### src/rtl/class_score_argmax_pkg.sv
// Shared widths, types and FSM encoding for the class-score argmax block.
package class_score_pkg;

    localparam int unsigned DATA_WIDTH  = 16;
    localparam int unsigned NUM_CLASSES = 15;
    localparam int unsigned IDX_W       = 4;

    typedef enum logic [1:0] {
        IDLE,
        SCAN,
        FINAL,
        OUT
    } state_t;

    typedef logic signed [DATA_WIDTH-1:0] score_t;
    typedef logic [IDX_W-1:0]             class_idx_t;

    localparam score_t SCORE_MIN = {1'b1, {(DATA_WIDTH-1){1'b0}}};

endpackage

### src/rtl/class_score_argmax_if.sv
// Score-frame input and result output handshake bundle for class_score_argmax.
interface class_score_argmax_if;
    import class_score_pkg::*;

    logic                              scores_valid;
    logic                              scores_ready;
    logic [NUM_CLASSES*DATA_WIDTH-1:0] class_scores;
    logic                              result_valid;
    logic                              result_ready;
    class_idx_t                        pred_class;
    score_t                            max_score;
    score_t                            second_score;
    logic [DATA_WIDTH:0]               margin;
    logic                              low_conf;
    logic [15:0]                       frames_done;

    modport slave (
        input  scores_valid, class_scores, result_ready,
        output scores_ready, result_valid, pred_class, max_score,
               second_score, margin, low_conf, frames_done
    );

    modport master (
        output scores_valid, class_scores, result_ready,
        input  scores_ready, result_valid, pred_class, max_score,
               second_score, margin, low_conf, frames_done
    );

endinterface

### src/rtl/class_score_argmax_topk_step.sv
// One top-2 update step: folds a single class score into the running best/second pair.
module topk_step
    import class_score_pkg::*;
(
    input  score_t     i_best,
    input  score_t     i_second,
    input  class_idx_t i_idx,
    input  score_t     i_score,
    input  class_idx_t i_k,
    output score_t     o_best,
    output score_t     o_second,
    output class_idx_t o_idx
);

    // Strict compares keep the lowest index on ties; an equal score lands in second.
    always_comb begin
        o_best   = i_best;
        o_second = i_second;
        o_idx    = i_idx;
        if (i_score > i_best) begin
            o_second = i_best;
            o_best   = i_score;
            o_idx    = i_k;
        end else if (i_score > i_second) begin
            o_second = i_score;
        end
    end

endmodule

### src/rtl/class_score_argmax.sv
// Serial argmax over a classifier score frame: one class per cycle, then a held top-1/top-2 result.
module class_score_argmax
    import class_score_pkg::*;
#(
    parameter int unsigned CONF_MARGIN = 256
)(
    input logic                 clk,
    input logic                 rst_n,
    class_score_argmax_if.slave bus
);

    state_t              r_state;
    state_t              w_next_state;
    score_t              r_scores [NUM_CLASSES];
    score_t              r_best;
    score_t              r_second;
    class_idx_t          r_idx;
    class_idx_t          r_k;
    score_t              w_best;
    score_t              w_second;
    class_idx_t          w_idx;
    score_t              w_score;
    logic                w_last;
    logic [DATA_WIDTH:0] w_margin;

    class_idx_t          r_pred_class;
    score_t              r_max_score;
    score_t              r_second_score;
    logic [DATA_WIDTH:0] r_margin;
    logic                r_low_conf;
    logic [15:0]         r_frames_done;

    assign w_score = r_scores[r_k];
    assign w_last  = (r_k == class_idx_t'(NUM_CLASSES - 1));
    // best >= second always holds, so the sign-extended difference is non-negative.
    assign w_margin = {r_best[DATA_WIDTH-1], r_best} - {r_second[DATA_WIDTH-1], r_second};

    topk_step u_topk_step (
        .i_best   (r_best),
        .i_second (r_second),
        .i_idx    (r_idx),
        .i_score  (w_score),
        .i_k      (r_k),
        .o_best   (w_best),
        .o_second (w_second),
        .o_idx    (w_idx)
    );

    always_ff @(posedge clk or negedge rst_n) begin
        if (!rst_n) begin
            r_state <= IDLE;
        end else begin
            r_state <= w_next_state;
        end
    end

    always_comb begin
        w_next_state     = r_state;
        bus.scores_ready = 1'b0;
        bus.result_valid = 1'b0;
        case (r_state)
            IDLE: begin
                bus.scores_ready = 1'b1;
                if (bus.scores_valid) w_next_state = SCAN;
            end
            SCAN: begin
                if (w_last) w_next_state = FINAL;
            end
            FINAL: begin
                w_next_state = OUT;
            end
            OUT: begin
                bus.result_valid = 1'b1;
                if (bus.result_ready) w_next_state = IDLE;
            end
            default: w_next_state = IDLE;
        endcase
    end

    always_ff @(posedge clk or negedge rst_n) begin
        if (!rst_n) begin
            for (int unsigned i = 0; i < NUM_CLASSES; i++) r_scores[i] <= '0;
            r_best         <= '0;
            r_second       <= '0;
            r_idx          <= '0;
            r_k            <= '0;
            r_pred_class   <= '0;
            r_max_score    <= '0;
            r_second_score <= '0;
            r_margin       <= '0;
            r_low_conf     <= 1'b0;
            r_frames_done  <= '0;
        end else begin
            case (r_state)
                IDLE: begin
                    if (bus.scores_valid) begin
                        for (int unsigned i = 0; i < NUM_CLASSES; i++) begin
                            r_scores[i] <= bus.class_scores[i*DATA_WIDTH +: DATA_WIDTH];
                        end
                        r_best   <= bus.class_scores[DATA_WIDTH-1:0];
                        r_second <= SCORE_MIN;
                        r_idx    <= '0;
                        r_k      <= class_idx_t'(1);
                    end
                end
                SCAN: begin
                    r_best   <= w_best;
                    r_second <= w_second;
                    r_idx    <= w_idx;
                    r_k      <= r_k + 1'b1;
                end
                FINAL: begin
                    r_pred_class   <= r_idx;
                    r_max_score    <= r_best;
                    r_second_score <= r_second;
                    r_margin       <= w_margin;
                    r_low_conf     <= (w_margin < (DATA_WIDTH+1)'(CONF_MARGIN));
                end
                OUT: begin
                    if (bus.result_ready) r_frames_done <= r_frames_done + 1'b1;
                end
                default: ;
            endcase
        end
    end

    assign bus.pred_class   = r_pred_class;
    assign bus.max_score    = r_max_score;
    assign bus.second_score = r_second_score;
    assign bus.margin       = r_margin;
    assign bus.low_conf     = r_low_conf;
    assign bus.frames_done  = r_frames_done;

endmodule
### src/flat_wrapper.sv
// flat-port wrapper written by rule: the top's interface ports become plain ports
module class_score_argmax_flat import class_score_pkg::*;
#(
    parameter int unsigned CONF_MARGIN = 256
)
  (clk, rst_n, bus_scores_valid, bus_class_scores, bus_result_ready, bus_scores_ready, bus_result_valid, bus_pred_class, bus_max_score, bus_second_score, bus_margin, bus_low_conf, bus_frames_done);
  class_score_argmax_if bus_i ();
  input logic clk;
  input logic rst_n;
  input wire logic [$bits(bus_i.scores_valid)-1:0] bus_scores_valid;
  input wire logic [$bits(bus_i.class_scores)-1:0] bus_class_scores;
  input wire logic [$bits(bus_i.result_ready)-1:0] bus_result_ready;
  output wire logic [$bits(bus_i.scores_ready)-1:0] bus_scores_ready;
  output wire logic [$bits(bus_i.result_valid)-1:0] bus_result_valid;
  output wire logic [$bits(bus_i.pred_class)-1:0] bus_pred_class;
  output wire logic [$bits(bus_i.max_score)-1:0] bus_max_score;
  output wire logic [$bits(bus_i.second_score)-1:0] bus_second_score;
  output wire logic [$bits(bus_i.margin)-1:0] bus_margin;
  output wire logic [$bits(bus_i.low_conf)-1:0] bus_low_conf;
  output wire logic [$bits(bus_i.frames_done)-1:0] bus_frames_done;
  assign bus_i.scores_valid = bus_scores_valid;
  assign bus_i.class_scores = bus_class_scores;
  assign bus_i.result_ready = bus_result_ready;
  assign bus_scores_ready = bus_i.scores_ready;
  assign bus_result_valid = bus_i.result_valid;
  assign bus_pred_class = bus_i.pred_class;
  assign bus_max_score = bus_i.max_score;
  assign bus_second_score = bus_i.second_score;
  assign bus_margin = bus_i.margin;
  assign bus_low_conf = bus_i.low_conf;
  assign bus_frames_done = bus_i.frames_done;
  class_score_argmax #(.CONF_MARGIN(CONF_MARGIN)) u_core (.clk(clk), .rst_n(rst_n), .bus(bus_i));
endmodule
### config.mk
export PLATFORM = sky130hd
export DESIGN_NAME = class_score_argmax_flat
export DESIGN_NICKNAME = d
export VERILOG_FILES = /design/src/rtl/class_score_argmax_pkg.sv /design/src/rtl/class_score_argmax_if.sv /design/src/rtl/class_score_argmax_topk_step.sv /design/src/rtl/class_score_argmax.sv /design/src/flat_wrapper.sv
export SDC_FILE = /design/constraint.sdc
export NUM_CORES = 1
export LEC_CHECK = 0
export ABC_AREA = 0
export CAP_MARGIN = 15
export CORE_ASPECT_RATIO = 1.75
export CORE_MARGIN = 5
export CORE_UTILIZATION = 50
export DETAILED_ROUTE_END_ITERATION = 6
export DONT_BUFFER_PORTS = 1
export PLACE_DENSITY = 0.68
export SYNTH_ARGS = -nofsm -noshare
export SYNTH_HDL_FRONTEND = slang
export SYNTH_SLANG_ARGS = --single-unit
### constraint.sdc
create_clock -name clk -period 4.1 [get_ports clk]
set_input_delay 0.82 -clock clk [delete_from_list [all_inputs] [get_ports clk]]
set_output_delay 0.82 -clock clk [all_outputs]
set_load 0.005 [all_outputs]
==> metrics.yaml <==
run_status:
  status: "complete, but fails checks"
  violations: "negative setup slack"
yosys:
  ys_types: 59
  synth_top_family_by_area: "multiplexers"
  async_flop_share_pct: 100
  synth_warnings: 0
  yosysSeqAreaShare_pct: 51.8
  synth_top_area_share_pct: 51.8
  synth_xor_area_share_pct: 1.34
  synth_simple_gate_area_share_pct: 3.91
  synth_area_leaders: "dfrtp_1 (52%), mux2_2 (19%), mux4_2 (8.5%)"
  muxShareOfSynthArea_pct: 30.4
  synth_area_sq_mm: 0.0170
  synth_fa_ha_area_share_pct: 4.16
  syn-num-nets: 1535
  synth-compound-area-share_pct: 5.39
  synth-seq-cells: 352
  synth_ff_type: "dfrtp_1"
  synth_area_per_cell_sq_um: 13.8
  synth_edf_count: 0
  yosys.area.top_type: "dfrtp_1"
  synthCells: 1235
layout:
  syn2layout_area_growth_pct: 14.7
  post-route-cell-area_sq_mm: 0.0195
  multi_input_area_sq_mm: 0.00797
  final_core_util_pct: 58.0
  final_nets: 1567
  regArea_sq_mm: 0.00882
  mostFrequentLayoutCells: "dfrtp_1 (350), mux2_2 (286), mux4_2 (64)"
  layout_commonest_cell: "dfrtp_1"
  drive_gt1_share_pct: 39.6
  n_fill_cell: 2753
grt:
  grt_pass1_wl_mm: 66.8
  grt_max_degree: 139
  antenna_found_initial: 26
  grt_pass1_vias: 10973
  globalRouteOverflowTotal: 0
  grt_usage_pct: 23.4
route:
  dr.first_iter.drc_count: 512
  wl_mm: 45.9
  final_antenna_net_count: 0
  drt-vias-per-instance: 5.80
  wire_per_inst_um: 25.9
  num_vias: 10253
  route.detailed.drc: 0
  firstDrtPassIters: 4
clock_network:
  clockBufferDepth: 3
  htree_levels: 2
  clkTransAtPathRegs_ns: 0.07
  clkLatencyLatePin_ns: 0.53
  root_buffer: "clkbuf_16"
  cts_tree: "yes"
  cts_buffers: 35
  cts.sinks: 352
floorplan:
  rows: 89
  die_area_sq_mm: 0.0380
  core_sq_mm: 0.0336
  die-height_um: 254
  die_x_um: 149
  ioPinCount: 316
  start_util_pct: 50.6
setup_path:
  start_kind: "register"
  critical-path-max-stage-delay_ns: 0.59
  crit_slowest_cell: "mux4_2"
  crit_buf_inv: 4
  r2r_cells: 15
  r2r-start: "u_core.r_k[0]"
  crit_arrival_ns: 4.59
  path_class: "register to register"
  worstReg2RegEnd: "u_core.r_second[7]"
  crit_chain: "buf_16 -> buf_12 -> mux4_2 -> mux4_2 -> buf_4 -> ha_4 -> a21oi_1 -> nor2b_1 -> o21ai_1 -> a21oi_2 -> o211a_4 -> o31ai_4 -> o21a_4 -> clkbuf_16 -> o2bb2ai_2"
  rrSetupSlack_ns: -0.04
  cp.required_ns: 4.55
  crit_fanout: 8
  cp-end-kind: "register"
  critPathMostFrequentCell: "mux4_2"
  crit_family: "compound AO/OA/AOI/OAI gates"
placed_design:
  io_buffer_count: 0
  gp_congestion: 0.808
  place_area_sq_mm: 0.0176
  hpwl_mm: 32.4
sta:
  skew_ns: 0.0156
  setup_viol_count_final: 16
  relSlewSlack_pct: 50.2
  slew_violations: 0
  min_period_ns: 4.14
  tightest_slew_ns: 0.739
  max_freq_mhz: 242
  hold_viol_final: 0
  fin_crit_sh_pct: 101
  fin_ws_ns: -0.0406
  rsz0062_at_grt: "true"
power:
  total_leakage_power_nw: 8.35
  peakVddDrop_uv: 635
  p_per_area_mw_per_mm2: 1020
worst_hold_path:
  hold_class: "primary input to async pin"
flow_run:
  drv_cap: 0
==> cell families after synthesis <==
family | after synthesis
fa+ha+maj | 56
xor+xnor | 26
mux | 401
compound gates | 145
flops | 352
buf+inv | 114
simple gates | 141
==> what timing repair did <==
item / in CTS / in global routing
pin swaps: 0 / 16
buffers inserted: 0 / 21
gates cloned: 0 / 6
endpoints found under the hold margin: 138 / 0
gates resized for setup: 3 / 57
hold buffers: 3 / 0
setup endpoints to repair: 35 / 36
==> stage by stage <==
step           setup slack, ns  TNS [ns]  instances  hold slack [ns]  total power [mW]
3_5_place_dp            -0.166     -2.43       1655            0.468              15.3
4_1_cts                0.00632         0       1721            0.233              18.8
6_report               -0.0406    -0.391       1768            0.191              20.0
5_1_grt                 -0.104     -2.22       1765            0.238              21.2
3_3_place_gp           -0.0282    -0.353       1655            0.473              15.0
2_1_floorplan           0.0431         0       1235            0.443              12.8
==> state kept, by name, summed over array words and instances (netlist names) <==
name,count
u_core.r_second,16
u_core.r_state,2
u_core.bus.frames_done,16
u_core.r_k,4
u_core.bus.low_conf,1
u_core.r_scores,240
u_core.bus.max_score,16
u_core.r_idx,4
u_core.r_best,16
u_core.bus.second_score,16
u_core.bus.pred_class,4
u_core.bus.margin,17
==> Yosys cell counts, drive strengths merged (3+ instances only) <==
master	n
nor2b	4
and3	3
ha	55
nor2	27
a21oi	32
xnor2	18
nand2	62
o2bb2ai	15
nand4	8
nor3	4
o21ai	56
mux4	64
o31ai	3
inv	48
buf	29
o211ai	3
clkbuf	37
xor2	8
o31a	3
mux2	287
a21o	11
nor4	6
o21a	7
dfrtp	352
mux2i	50
nand3	17
==> layout make-up <==
type	count	area share, %
multi-input cells	769	40.9
flip-flops and latches	352	45.2
repair buffers	61	3.91
inverters	48	0.923
clock buffers	49	5.07
well taps	455	2.92
diodes	20	0.256
clock inverters	14	0.872
==> per-layer routing <==
layer | GRT usage [%] | share of wire, % | vias up | wire [um]
met3 | 6.32 | 6.1 | 92 | 2800
li1 | - | - | 4609 | -
met5 | 0 | 0.12 | - | 53
met4 | 10.5 | 4.6 | 8 | 2100
met2 | 41.9 | 54 | 296 | 24900
met1 | 25.9 | 35 | 5248 | 16000
==> how the worst max path moves through the flow <==
stage	start	depth (start not counted)	end	slack, ns
after floorplan	u_core.r_k[1]	14	u_core.r_second[15]	0.04
after detailed placement	u_core.r_k[0]	15	u_core.r_second[3]	-0.17
final	u_core.r_k[0]	15	u_core.r_second[7]	-0.04
after global placement	u_core.r_k[0]	14	u_core.r_second[1]	-0.03
after CTS	u_core.r_k[0]	14	u_core.r_second[3]	0.006
after global routing	u_core.r_k[0]	14	u_core.r_best[7]	-0.10
==> power breakdown <==
part	internal, mW	switching [mW]
registers	5.16	1.12
clock network	1.89	1.39
logic	5.44	4.97
Power figures use the tool's default switching activity.
